<file path="src/rtl/m68k_irq_ctrl.sv">
// Vblank / MCU interrupt sequencer with autovectored IACK and an optional frame watchdog.
// Define WATCHDOG_EN to build the watchdog counter and FSM; otherwise wdog_reset is tied low.
module m68k_irq_ctrl #(
   parameter logic [2:0] VBL_IPL     = 3'd1,
   parameter logic [2:0] MCU_IPL     = 3'd2,
   parameter int         WDOG_FRAMES = 8,
   parameter int         WDOG_PULSE  = 16
) (
   input  logic       clk,
   input  logic       reset,
   input  logic       vbl,
   input  logic       mcu_trig,
   input  logic       vbl_int_clr_cs,
   input  logic       cpu_int_clr_cs,
   input  logic       watchdog_clr_cs,
   input  logic [2:0] m68k_fc,
   input  logic       m68k_as_n,
   output logic [2:0] m68k_ipl_n,
   output logic       m68k_vpa_n,
   output logic       vbl_pend,
   output logic       mcu_pend,
   output logic       wdog_reset
);

   // Index 0 = vblank, index 1 = microcontroller.
   logic [1:0] src;
   logic [1:0] clr_cs;
   logic [1:0] src_prev_reg;
   logic [1:0] clr_prev_reg;
   logic [1:0] src_edge;
   logic [1:0] clr_edge;
   logic [1:0] pend_reg;
   logic [1:0] pend_next;
   logic       armed_reg;
   logic       wdog_active;
   logic [2:0] ipl_n_reg;
   logic       vpa_n_reg;
   logic [2:0] lvl_vbl;
   logic [2:0] lvl_mcu;
   logic [2:0] lvl_max;

   assign src    = {mcu_trig, vbl};
   assign clr_cs = {cpu_int_clr_cs, vbl_int_clr_cs};

   // armed_reg masks the first cycle after reset so a level already high is not an edge.
   generate
      for (genvar gi = 0; gi < 2; gi++) begin : g_src
         assign src_edge[gi]  = armed_reg & src[gi] & ~src_prev_reg[gi];
         assign clr_edge[gi]  = armed_reg & clr_cs[gi] & ~clr_prev_reg[gi];
         assign pend_next[gi] = wdog_active  ? 1'b0 :
                                src_edge[gi] ? 1'b1 :
                                clr_edge[gi] ? 1'b0 : pend_reg[gi];
      end
   endgenerate

   assign lvl_vbl = pend_reg[0] ? VBL_IPL : 3'd0;
   assign lvl_mcu = pend_reg[1] ? MCU_IPL : 3'd0;
   assign lvl_max = (lvl_vbl > lvl_mcu) ? lvl_vbl : lvl_mcu;

   always_ff @(posedge clk) begin
      if (reset) begin
         armed_reg    <= 1'b0;
         src_prev_reg <= 2'b00;
         clr_prev_reg <= 2'b00;
         pend_reg     <= 2'b00;
         ipl_n_reg    <= 3'b111;
         vpa_n_reg    <= 1'b1;
      end else begin
         armed_reg    <= 1'b1;
         src_prev_reg <= src;
         clr_prev_reg <= clr_cs;
         pend_reg     <= pend_next;
         ipl_n_reg    <= ~lvl_max;
         vpa_n_reg    <= ~((m68k_fc == 3'b111) && !m68k_as_n);
      end
   end

   assign m68k_ipl_n = ipl_n_reg;
   assign m68k_vpa_n = vpa_n_reg;
   assign vbl_pend   = pend_reg[0];
   assign mcu_pend   = pend_reg[1];

`ifdef WATCHDOG_EN
   localparam int            CW        = $clog2(WDOG_FRAMES + 1);
   localparam int            PW        = $clog2(WDOG_PULSE + 1);
   localparam logic [CW-1:0] CNT_LAST  = CW'(WDOG_FRAMES - 1);
   localparam logic [PW-1:0] PULS_LAST = PW'(WDOG_PULSE - 1);

   typedef enum logic {S_RUN, S_FIRE} wdog_state_t;

   wdog_state_t   state_reg, state_next;
   logic [CW-1:0] cnt_reg, cnt_next;
   logic [PW-1:0] pulse_reg, pulse_next;
   logic          wclr_prev_reg;
   logic          wclr_edge;

   assign wclr_edge = armed_reg & watchdog_clr_cs & ~wclr_prev_reg;

   always_ff @(posedge clk) begin
      if (reset) begin
         state_reg     <= S_RUN;
         cnt_reg       <= '0;
         pulse_reg     <= '0;
         wclr_prev_reg <= 1'b0;
      end else begin
         state_reg     <= state_next;
         cnt_reg       <= cnt_next;
         pulse_reg     <= pulse_next;
         wclr_prev_reg <= watchdog_clr_cs;
      end
   end

   always_comb begin
      state_next = state_reg;
      cnt_next   = cnt_reg;
      pulse_next = pulse_reg;
      case (state_reg)
         S_RUN: begin
            // A restart beats a coincident vblank edge.
            if (wclr_edge) begin
               cnt_next = '0;
            end else if (src_edge[0]) begin
               if (cnt_reg == CNT_LAST) begin
                  state_next = S_FIRE;
                  cnt_next   = '0;
                  pulse_next = '0;
               end else begin
                  cnt_next = cnt_reg + CW'(1);
               end
            end
         end
         S_FIRE: begin
            if (pulse_reg == PULS_LAST) begin
               state_next = S_RUN;
               cnt_next   = '0;
               pulse_next = '0;
            end else begin
               pulse_next = pulse_reg + PW'(1);
            end
         end
         default: begin
            state_next = S_RUN;
            cnt_next   = '0;
            pulse_next = '0;
         end
      endcase
   end

   assign wdog_active = (state_reg == S_FIRE);
   assign wdog_reset  = wdog_active;
`else
   logic unused_wdog_clr;

   assign unused_wdog_clr = watchdog_clr_cs;
   assign wdog_active     = 1'b0;
   assign wdog_reset      = 1'b0;
`endif

endmodule

</file>
<file path="config.mk">
export PLATFORM = sky130hd
export DESIGN_NAME = m68k_irq_ctrl
export DESIGN_NICKNAME = d
export VERILOG_FILES = /design/src/rtl/m68k_irq_ctrl.sv
export SDC_FILE = /design/constraint.sdc
export NUM_CORES = 1
export LEC_CHECK = 0
export CAP_MARGIN = 20
export CORE_AREA = 3 3 40 42
export DETAILED_ROUTE_END_ITERATION = 8
export DIE_AREA = 0 0 43 45
export PLACE_DENSITY = 0.66
export SLEW_MARGIN = 5
export SYNTH_ARGS = -nofsm -noshare
export SYNTH_HDL_FRONTEND = slang
export SYNTH_SLANG_ARGS = --single-unit
</file>
<file path="constraint.sdc">
create_clock -name clk -period 0.8 [get_ports clk]
set_input_delay 0.08 -clock clk [delete_from_list [all_inputs] [get_ports clk]]
set_output_delay 0.08 -clock clk [all_outputs]
set_load 0.03 [all_outputs]
</file>
**Word-level counts from Yosys, hierarchy flattened**

Index checks and enable logic that the tools add are counted.

- Memories kept: 0
- Output and inout bits: 7
- Register bits after elaboration: 11
- Bits in latches: 0
- RAM bits: 0
- Word-level logic and storage cells: 35
- Memory bits (read-only): 0

- $lt $le $gt $ge: 1
- Shifts and indexed selects: 0
- Add/sub/neg operators: 0
- Reductions and logical operators: 4
- Div/mod/pow operators: 0
- Multiply operators: 0
- Equality and inequality tests: 1
- Mux-type cells: 8
- Bitwise operators: 14

Operators by type and width:

| operator | count |
|---|---|
| $and 1x1->1 | 8 |
| $mux 1 | 6 |
| $not 1->1 | 5 |
| $mux 2 | 2 |
| $reduce_bool 2->1 | 2 |
| $eq 3x3->1 const B | 1 |
| $not 2->3 | 1 |
| $gt 1x2->1 | 1 |
| $logic_and 1x1->1 | 1 |
| $logic_not 1->1 | 1 |

**Logic depth before layout (Yosys ltp)**

Gate-level depths: netlist (run 1).

- Depth in word-level cells: 4
- Mapped depth: 2
- Mapped depth without buffers: 2

**Least setup slack after synthesis (run 1)**

No wires, ideal clock.

- Kind: register to register
- From: register pend_reg[0]
- To: register ipl_n_reg[0] (netlist: m68k_ipl_n[0])
- Path buffers: 0
- Clock period less this slack: 899 ps
- Path slack: -99 ps
- Cell stages (with the launch flop): 3
- Data required time: 680 ps
- Library setup time: 120 ps
- Arrival: 779 ps
- Cells stage by stage: dfxtp_1 -> nand2b_1 -> or2_1

- Longest elaborated chain between the ends: 4

Ends and longest elaborated chain:

| item | RTL line | text |
|---|---|---|
| start, declared | 32 | `logic [1:0] pend_reg;` |
| start signal, assigned | 72 | `pend_reg <= pend_next;` |
| $mux 1 * | 56 | `assign lvl_vbl = pend_reg[0] ? VBL_IPL : 3'd0;` |
| $gt 1x2->1 | 58 | `assign lvl_max = (lvl_vbl > lvl_mcu) ? lvl_vbl : lvl_mcu;` |
| $mux 2 * | 58 |  |
| $not 2->3 * | 73 | `ipl_n_reg <= ~lvl_max;` |
| end signal, assigned | 73 |  |
| end, declared | 36 | `logic [2:0] ipl_n_reg;` |

Every way passes the cells marked *; elsewhere a longest branch is shown, timed or not.
A chain may end at the register's enable or synchronous reset.

**Worst setup path in the final report (run 1)**

- From: register pend_reg[0]
- To: output port vbl_pend

RTL lines:

| item | RTL line | text |
|---|---|---|
| end, declared | 20 | `output logic vbl_pend,` |

No word-level cell between the ends.

==> results.py, run 1 <==
metrics = {
    "status": {
        "violations": "setup timing",
        "outcome": "finished with violations",
    },
    "pwr": {
        "ir_worst_vdd_mv": 1.13,
        "power_leakage_uw": 0.000234,
        "power.density_nw_per_um2": 2090,
    },
    "critical_path": {
        "slowest_delay_ps": 340,
        "cp_max_fo": 2,
        "cpLargestDelayFamily": "flip-flops",
        "crit_buf_inv": 1,
        "crit_arrival_ps": 730,
        "cp.required_ps": 720,
        "criticalPathCategory": "flip-flop to primary output",
        "cp-start-kind": "flip-flop",
        "cp-end-kind": "primary output",
        "cp_slowest_cell": "dfxtp_2",
        "crit_chain": "buf_6",
    },
    "cts": {
        "htree_levels": 1,
        "cts.path.max_buffers": 2,
        "clock-sinks": 10,
        "clock_latency_ps": 260,
        "path_clk_slew_ps": 60,
        "clock-root-buffer": "clkbuf_4",
        "cts_tree": "yes",
        "cts_buffers": 3,
        "postCtsHoldBufs": 0,
    },
    "routing": {
        "routed_wl_um": 579,
        "post_drt_wl_per_cell_um": 9.05,
        "drtIter0Drc": 0,
        "num_vias": 257,
        "postRouteAntennaNets": 0,
        "firstDrtPassIters": 1,
        "via_per_inst": 4.02,
        "drc": 0,
    },
    "sta": {
        "final.min_clock_period_ps": 813,
        "setup_violations": 2,
        "skew_ps": 2.82,
        "rsz0062_at_grt": "true",
        "setup_slack_ps": -12.7,
        "fin_crit_sh": 1.02,
        "tns_ps": -15.2,
        "hold_viol_final": 0,
        "fmax_mhz": 1230,
        "drv_slew": 0,
    },
    "die": {
        "die_h_um": 45,
        "fp.coreArea_um2": 1280,
        "fp.dieW_um": 43,
        "dieArea_um2": 1940,
        "rows": 13,
        "pin_count": 18,
        "start_util": 0.254,
    },
    "global_routing": {
        "grtUsageMet2": 0.0719,
        "grt_pass1_vias": 203,
        "grt_max_degree": 7,
        "top_usage_layer": "met2",
        "use_met3": 0.0717,
        "grt_pass1_wl_um": 834,
        "antenna_found_initial": 0,
        "overflow": 0,
        "grt_usage": 0.0662,
        "grt.met1_usage": 0.0688,
    },
    "finish": {
        "nFillCells": 143,
        "final_cell_mix": "8 x clkdlybuf4s50_1, 5 x dfxtp_1, 5 x dfxtp_2, 5 x buf_6, 4 x nor2b_1",
        "final_common_cell": "clkdlybuf4s50_1",
        "fin_cells": 64,
        "syn_to_final_growth_pct": 65.5,
        "drive_gt1_frac": 0.347,
        "diodes": 0,
        "fin_nets": 61,
    },
    "yosys": {
        "syn_nets": 41,
        "syn_area_per_cell_um2": 10.9,
        "ys_seq_elements": 10,
        "synth-compound-area-share": 0.0536,
        "ys_warn_count": 0,
        "synth_simple_gate_area_frac": 0.253,
        "yosysSeqAreaShare": 0.613,
        "synth_mux_area_frac": 0,
        "synthAdderAreaFrac": 0,
        "synth_cell_types": 14,
        "netlist_instances": 30,
        "synth_top_family_by_area": "simple AND/OR/NAND/NOR gates",
        "synth-xor-area-share": 0,
        "synthesis.area_um2": 327,
    },
    "job": {
        "drv_cap": 0,
    },
    "placement": {
        "globalplace.congestion": 0.623,
        "numPortBuffers": 14,
        "dp_hpwl_um": 434,
        "post-place-cells": 59,
    },
    "hold_path": {
        "min_path_type": "primary input to flip-flop",
    },
}
[per-layer routing]
| metal | vias up | share of wire |
|---|---|---|
| li1 | 131 | - |
| met1 | 106 | 0.40 |
| met2 | 18 | 0.41 |
| met3 | 2 | 0.17 |
| met4 | 0 | 0.021 |
| met5 | - | 0 |
[area by class of cell]
type	instances	area, µm²	share of cell area
clock buffer	4	36.3	0.0671
inverter	1	3.75	0.00694
multi-input combinational	17	108	0.199
sequential	10	206	0.382
tap	15	18.8	0.0347
timing repair buffer	17	168	0.310
[per-stage QoR]
stage	area [µm²]	worst slack [ps]	power [µW]	util	hold slack, ps
2_1_floorplan	328	8.13	614	-	137
3_3_place_gp	474	-258	685	0.369	421
3_5_place_dp	474	-299	686	0.369	417
4_1_cts	541	-29.4	1160	0.421	245
5_1_grt	541	-50.8	1190	0.421	296
6_report	541	-12.7	1130	0.421	250
[synth_stat cells (all sizes together)]
master / count / area, µm²
nor2b: 4 / 25.0
inv: 1 / 3.75
dfxtp: 10 / 200
nor2: 1 / 3.75
nand2b: 2 / 12.5
nand2: 1 / 3.75
o2bb2ai: 1 / 8.76
buf: 2 / 15.0
o32ai: 1 / 8.76
or2: 1 / 6.26
and2b: 1 / 7.51
conb: 2 / 7.51
and3b: 2 / 17.5
nand4: 1 / 6.26
[final timing paths]
path	from	to	slack [ps]	cells after the start
worst max-delay path	pend_reg[0]	vbl_pend	-10	1
worst min-delay path	reset	pend_reg[0]	250	2
worst max register to register	pend_reg[1]	m68k_ipl_n[0]	30	2
worst min register to register	src_prev_reg[0]	pend_reg[0]	420	1
[where the power goes]
group	internal, µW	switching (µW)	total, µW
logic	86.3	64.7	151
clock network	276	168	444
registers	526	11.2	537
[cell families after synthesis]
| family | Yosys count |
|---|---|
| AO/OA/AOI/OAI | 2 |
| AND/OR/NAND/NOR | 13 |
| flip-flops | 10 |
| buffers and inverters | 3 |
| other | 2 |
[repair_timing]
item / in CTS / in global routing
gates resized for setup: 10 / 0
setup buffers: 1 / 0
setup endpoints to repair: 7 / 5
Power figures use the tool's default switching activity.
==> run 2: changes to the inputs <==
Clock period 0.8 ns to 1 ns, I/O delays scaled along.
==> results.py, run 2 (synthesis gave the netlist of run 1 again) <==
metrics = {
    "status": {
        "outcome": "completed",
    },
    "critical_path": {
        "cpLargestDelayFamily": "flip-flops",
        "reg2reg_slack_ps": 300,
        "cp-end-kind": "primary output",
        "cp-start-kind": "flip-flop",
        "criticalPathCategory": "flip-flop to primary output",
        "crit_buf_inv": 1,
        "crit_chain": "buf_4",
        "worstReg2RegStart": "pend_reg[0]",
        "cp_max_fo": 3,
        "cp.required_ps": 900,
        "timing.rr.end": "m68k_ipl_n[0]",
        "cp_slowest_cell": "dfxtp_1",
        "slowest_delay_ps": 340,
        "rr_worst_depth": 2,
        "crit_arrival_ps": 770,
        "startpoint": "pend_reg[1]",
    },
    "finish": {
        "final_common_cell": "dfxtp_1",
        "final_cell_mix": "10 x dfxtp_1, 9 x clkdlybuf4s50_1, 7 x buf_4",
        "diodes": 0,
        "drive_gt1_frac": 0.229,
        "final_util": 0.396,
        "syn_to_final_growth_pct": 55.9,
        "nFillCells": 127,
        "fin_nets": 60,
    },
    "routing": {
        "postRouteAntennaNets": 0,
        "post_drt_wl_per_cell_um": 7.95,
        "drc": 0,
        "drtIter0Drc": 0,
        "routed_wl_um": 501,
        "num_vias": 252,
        "via_per_inst": 4.00,
        "firstDrtPassIters": 1,
    },
    "die": {
        "fp.coreArea_um2": 1280,
        "rows": 13,
        "pin_count": 18,
        "dieArea_um2": 1940,
        "start_util": 0.254,
        "die_h_um": 45,
        "fp.dieW_um": 43,
    },
    "placement": {
        "post-place-ws_ps": -92.4,
        "dp_hpwl_um": 429,
        "globalplace.congestion": 0.605,
        "numPortBuffers": 14,
    },
    "pwr": {
        "pwr-share-clk": 0.395,
        "p_int_uw": 701,
        "swShare": 0.211,
        "power_leakage_uw": 0.000221,
        "ir_worst_vdd_mv": 0.806,
        "power.switching_uw": 188,
        "power_frac_comb": 0.126,
        "power.total_uw": 889,
        "power_frac_seq": 0.479,
        "power.density_nw_per_um2": 1750,
    },
    "cts": {
        "clock_latency_ps": 260,
        "cts_resized": 0,
        "cts_tree": "yes",
        "postCtsHoldBufs": 0,
        "cts_buffers": 3,
        "path_clk_slew_ps": 60,
        "postCtsSetupBuffers": 0,
        "cts.path.max_buffers": 2,
        "clock-sinks": 10,
        "htree_levels": 1,
        "clock-root-buffer": "clkbuf_4",
    },
    "global_routing": {
        "grt_pass1_vias": 217,
        "grt_pass1_wl_um": 903,
        "grt_usage": 0.0687,
        "overflow": 0,
        "grt_max_degree": 7,
        "antenna_found_initial": 0,
    },
    "sta": {
        "setup_violations": 0,
        "fin_crit_sh": 0.868,
        "fmax_mhz": 1150,
        "drv_slew": 0,
        "rsz0062_at_grt": "false",
        "setup_slack_ps": 132,
        "final.min_clock_period_ps": 868,
        "hold_viol_final": 0,
        "fin_hold_ws_ps": 336,
        "skew_ps": 2.56,
    },
    "hold_path": {
        "holdPathStages": 2,
        "min_path_type": "primary input to flip-flop",
        "min_from": "m68k_fc[1]",
        "min_to": "m68k_vpa_n",
    },
    "job": {
        "drv_cap": 0,
    },
}
==> run 2: area by class of cell <==
| cell class | instances | area (µm²) | area share |
|---|---|---|---|
| Sequential cell | 10 | 200 | 0.393 |
| Inverter | 1 | 3.75 | 0.00737 |
| Multi-Input combinational cell | 17 | 108 | 0.211 |
| Clock buffer | 4 | 36.3 | 0.0713 |
| Tap cell | 15 | 18.8 | 0.0369 |
| Timing Repair Buffer | 16 | 143 | 0.280 |
==> run 2: routing by layer <==
layer,GRT usage,wire length [µm],vias up
met3,0.0837,116,0
met5,0,0,-
met1,0.0711,200,105
met4,0.0181,0,0
li1,-,-,129
met2,0.0868,184,18
==> run 2: metrics by stage <==
stage | area (µm²) | TNS [ps] | cells
2_1_floorplan | 327 | 0 | 30
3_3_place_gp | 473 | -233 | 59
3_5_place_dp | 473 | -267 | 59
4_1_cts | 509 | 0 | 63
5_1_grt | 509 | 0 | 63
6_report | 509 | 0 | 63
==> run 2: how the worst max path moves through the flow <==
stage	to	slack (ps)	cells after the start
after floorplan	m68k_ipl_n[0]	100	2
after global placement	m68k_ipl_n[0]	-70	3
after detailed placement	pend_reg[1]	-90	4
after CTS	mcu_pend	120	1
after global routing	mcu_pend	60	1
final	mcu_pend	130	1
==> run 2: power by group through the flow <==
stage	sequential, µW	clock [µW]	combinational [µW]
after floorplan	453	0	37.0
after global placement	435	0	111
after detailed placement	435	0	113
after CTS	426	366	113
after global routing	428	402	121
final	426	351	112
